[config.mk]
export PLATFORM = sky130hd
export DESIGN_NAME = sram_image_loader
export DESIGN_NICKNAME = d
export VERILOG_FILES = /design/src/rtl/sram_image_loader.sv
export SDC_FILE = /design/constraint.sdc
export NUM_CORES = 1
export LEC_CHECK = 0
export ABC_AREA = 0
export BUFFER_PORTS_ARGS = -buffer_cell sky130_fd_sc_hd__buf_2
export CAP_MARGIN = 25
export CORE_MARGIN = 5
export CORE_UTILIZATION = 25
export DETAILED_ROUTE_END_ITERATION = 16
export PLACE_DENSITY = 0.56
export SYNTH_ARGS = -nofsm -noshare
export SYNTH_HDL_FRONTEND = slang
export SYNTH_SLANG_ARGS = --single-unit
[constraint.sdc]
create_clock -name clk -period 3.2 [get_ports clk]
set_clock_uncertainty 0.2 [all_clocks]
set_input_delay 0 -clock clk [delete_from_list [all_inputs] [get_ports clk]]
set_output_delay 0 -clock clk [all_outputs]
set_load 0.005 [all_outputs]
[src/rtl/sram_image_loader.sv]
// sram_image_loader: runs the SRAM zero-fill engine, then streams (addr, data) image records
// into the same SRAM port, holding the core in runstall until the image is loaded.
module sram_image_loader #(
    parameter int ADDR_W = 15,
    parameter int DATA_W = 32,
    parameter int CNT_W  = 16
) (
    input  logic              clk,
    input  logic              reset,
    input  logic              load_start,
    input  logic              load_abort,
    output logic              load_busy,
    output logic              load_done,
    output logic              runstall,
    output logic              sram_init,
    input  logic              sram_init_done,
    input  logic [ADDR_W-1:0] init_addr,
    input  logic              init_en,
    input  logic              init_wr,
    input  logic [DATA_W-1:0] init_wdata,
    input  logic              rec_valid,
    output logic              rec_ready,
    input  logic [ADDR_W-1:0] rec_addr,
    input  logic [DATA_W-1:0] rec_data,
    input  logic              rec_last,
    output logic [ADDR_W-1:0] sram_addr,
    output logic              sram_en,
    output logic              sram_wr,
    output logic [DATA_W-1:0] sram_wdata,
    output logic [CNT_W-1:0]  rec_count
);
    typedef enum logic [1:0] {IDLE, INIT, LOAD, DONE} state_t;
    state_t state, state_nx;
    logic last_seen, wr_pend, accept, start;
    logic [ADDR_W-1:0] wr_addr;
    logic [DATA_W-1:0] wr_data;
    always_comb begin
        state_nx = state;
        if (load_abort)
            state_nx = IDLE;
        else
            case (state)
                IDLE:    state_nx = load_start ? INIT : IDLE;
                INIT:    state_nx = sram_init_done ? LOAD : INIT;
                LOAD:    state_nx = last_seen ? DONE : LOAD;
                DONE:    state_nx = load_start ? INIT : DONE;
                default: state_nx = IDLE;
            endcase
        start      = load_start && !load_abort && (state == IDLE || state == DONE);
        rec_ready  = state == LOAD && !last_seen && !load_abort;
        accept     = rec_ready && rec_valid;
        load_busy  = state == INIT || state == LOAD;
        load_done  = state == DONE;
        runstall   = state != DONE;
        // The engine owns the port only while filling; otherwise the write register drives it.
        sram_addr  = state == INIT ? init_addr  : wr_addr;
        sram_wdata = state == INIT ? init_wdata : wr_data;
        sram_en    = state == INIT ? init_en    : wr_pend;
        sram_wr    = state == INIT ? init_wr    : wr_pend;
    end
    always_ff @(posedge clk or posedge reset) begin
        if (reset) begin
            state     <= IDLE;
            sram_init <= 1'b0;
            last_seen <= 1'b0;
            wr_pend   <= 1'b0;
            wr_addr   <= '0;
            wr_data   <= '0;
            rec_count <= '0;
        end else begin
            state     <= state_nx;
            sram_init <= state_nx == INIT;
            wr_pend   <= accept;
            if (accept) begin
                wr_addr <= rec_addr;
                wr_data <= rec_data;
            end
            last_seen <= start ? 1'b0 : last_seen | (accept & rec_last);
            rec_count <= start ? '0 : (accept && !(&rec_count)) ? rec_count + CNT_W'(1) : rec_count;
        end
    end
endmodule

==> key figures <==
STA
  – Max frequency: 417.9 MHz
  – Setup Viol. Count Final: 0
  – Worst-margin pin slew: 0.6823 ns
  – Fin. Hold Viols: 0
  – Max Slew Vio Count: 0
  – Tmin final: 2.393 ns
  – Final Cycle Share: 0.7479
  – Worst slew margin: 0.5417
  – Unrepaired setup endpoints after global routing: no
  – Setup TNS: 0 ns
  – Final worst setup slack: 0.8068 ns

Synthesis
  – Top FF cell, synth: dfrtp_1
  – Cell variety after synth: 36
  – Synth Area per Inst: 9.277 sq um
  – Syn Nets: 489
  – Ys Warns: 0
  – Asr flop ratio synth: 1.000
  – Post-synth EDFFs: 0
  – #FFs+latches synth: 68
  – Register area share after synthesis: 0.4814
  – Mapped Area: 3535 sq um
  – Synthesized instance count: 381

Clock network
  – Resized cells post-CTS: 0
  – CTS Buffer Depth: 2
  – TritonCTS Buffers: 9
  – Hold buffers post-CTS: 54
  – Sinks on Clock Net: 68
  – Root Driver: clkbuf_16
  – Post-CTS Setup Bufs: 0
  – Htree depth: 3
  – Clock transition at the registers of the reported paths: 0.06 ns
  – CTS tree: done
  – Clk Latency, worst-skew pair: 0.32 ns

Floorplanning
  – Starting Density: 0.2546
  – Die H: 128.9 um
  – Chip width: 128.9 um
  – Total core area: 13,880 sq um
  – I/O pins: 173
  – Row cnt: 43
  – Die Footprint: 16,620 sq um

Routing
  – Post-route ant nets: 0
  – Via Count: 3,518
  – DRC Markers: 0
  – Routed WL: 10.59 mm
  – Drt pass-1 iters: 4
  – DR vias/cell: 4.464
  – Drt initial violations: 105
  – Drt wl/cell: 13.43 um

Pwr
  – Int Pwr: 1.896 mW
  – Leak pwr: 2.961 nW
  – Total power: 2.476 mW
  – Register share of total power: 0.391
  – PwrDens: 453.0 nW/um^2
  – Sw Share: 0.2344
  – Clock power frac: 0.429
  – Gate power share: 0.180
  – Max IR drop VDD: 0.1907 mV
  – Sw Pwr: 0.5805 mW

Placed design
  – Pre-CTS setup slack: 0.8321 ns
  – Final Wtd Congestion: 0.7596
  – Detail Placement HPWL: 7.587 mm
  – Buffers on Ports: 172

Layout
  – Fillers: 1,384
  – Post-layout net count: 711
  – Share of cells above drive strength 1: 0.4128
  – Layout area overhead: 54.62%
  – Post-route core utilization: 0.3937
  – Ant. Diodes: 0

Setup path
  – Crit Path Max Fanout: 17
  – CP Capture Type: flop
  – Startpoint Class: flop
  – Critical path required time: 3.25 ns
  – Arr. time, crit path: 2.45 ns
  – WS Path Type: reg2reg

Global route
  – Pin count of the biggest net entering global routing: 58
  – Total grt overflow: 0
  – First-pass GRT wire length: 17.12 mm
  – Initial antenna violation count: 0
  – Vias in the first global route: 3,701
  – All-Layer GR Usage: 0.1271

Min path
  – Worst Hold Class: in2async

Outcome
  – Status: finished clean

Run
  – Max Cap Viol: 0
logic make-up after synthesis:
kind of cell	Yosys count	share of synthesized area
compound gates	35	0.05805
fa+ha+maj	5	0.01770
buf+inv	26	0.03504
flops	68	0.4814
mux	47	0.1497
simple gates	200	0.2581
layout by cell type, fill, tap and decap left out, types with 5 or more instances in the layout:
cell type,Yosys,routed
or3_1,8,8
nand3_1,5,5
dfrtp_1,68,68
nand2_1,150,150
a21oi_1,15,15
dlygate4sd3_1,0,54
clkbuf_16,0,9
buf_2,2,172
mux2_2,47,47
o21ai_0,8,8
critical path: stages, from the launching register on:
cell	delay (ns)
dfrtp_1	0.41
inv_1	0.09
ha_2	0.46
nand2b_1	0.10
a221oi_1	0.33
dlygate4sd3_1	0.61
nor2b_1	0.13
cell usage after synthesis (2+ instances only):
cell / number / area [sq um]
nand4_1: 4 / 25.02
a21oi_1: 15 / 75.07
o31ai_1: 4 / 30.03
and3_1: 4 / 25.02
o21ai_0: 8 / 40.04
nand3_1: 5 / 25.02
nand2b_1: 3 / 18.77
buf_2: 2 / 10.01
a221oi_1: 2 / 17.52
and4_1: 2 / 17.52
buf_6: 2 / 22.52
a31oi_1: 3 / 18.77
and2_1: 2 / 12.51
a211oi_1: 2 / 15.01
ha_1: 5 / 62.56
mux2_2: 47 / 529.3
nor3_1: 5 / 25.02
nor2_1: 4 / 15.01
inv_1: 5 / 18.77
clkbuf_1: 15 / 56.30
dfrtp_1: 68 / 1702
nand2_1: 150 / 563.0
or3_1: 8 / 50.05
or4_1: 4 / 30.03
power by group through the flow:
stage               combinational [mW]  clock (mW)  sequential, mW
finish                           0.445        1.06           0.969
global route                     0.499        1.14           0.977
CTS                              0.452        1.10           0.970
detailed placement               0.399           0           0.984
global placement                 0.392           0           0.983
floorplan                        0.213           0           0.968
layout make-up:
type	count	area, sq um	share of cell area
Timing Repair Buffer	231	1451	0.2656
Multi-Input combinational cell	287	1733	0.3171
Clock inverter	6	87.58	0.01603
Sequential cell	68	1702	0.3114
Inverter	6	27.53	0.005037
Clock buffer	10	239.0	0.04373
Tap cell	180	225.2	0.04121
routing by layer:
layer,global-route usage,wire (um)
met1,0.1487,4393
met2,0.2171,5244
met3,0.03196,743
met4,0.06115,204
met5,0,0
per-stage QoR:
| step | cells | hold slack [ns] | area (sq um) |
|---|---|---|---|
| floorplan | 381 | -0.1668 | 3535 |
| global placement | 718 | -0.1662 | 4598 |
| detailed placement | 718 | -0.1552 | 4598 |
| CTS | 788 | 0.03480 | 5465 |
| global route | 788 | 0.1009 | 5465 |
| finish | 788 | 0.04982 | 5465 |
worst paths after layout:
kind | start | endpoint | slack, ns | depth (start not counted)
worst min register to register | wr_data[26] | wr_data[26] | 0.27 | 2
worst max-delay path | state[1] | sram_init | 0.81 | 6
min in group clk | init_en | sram_en | 0.07 | 4
worst max register to register | state[1] | sram_init | 0.81 | 6
max in group asynchronous | reset | sram_init | 2.03 | 4
worst min-delay path | reset | wr_data[16] | 0.05 | 3
flip-flops by register name (all words and copies together) (netlist names):
signal     cells
state          2
last_seen      1
wr_addr       15
sram_init      1
wr_data       32
rec_count     16
wr_pend        1
No activity file was read; power rests on OpenSTA's default activity.
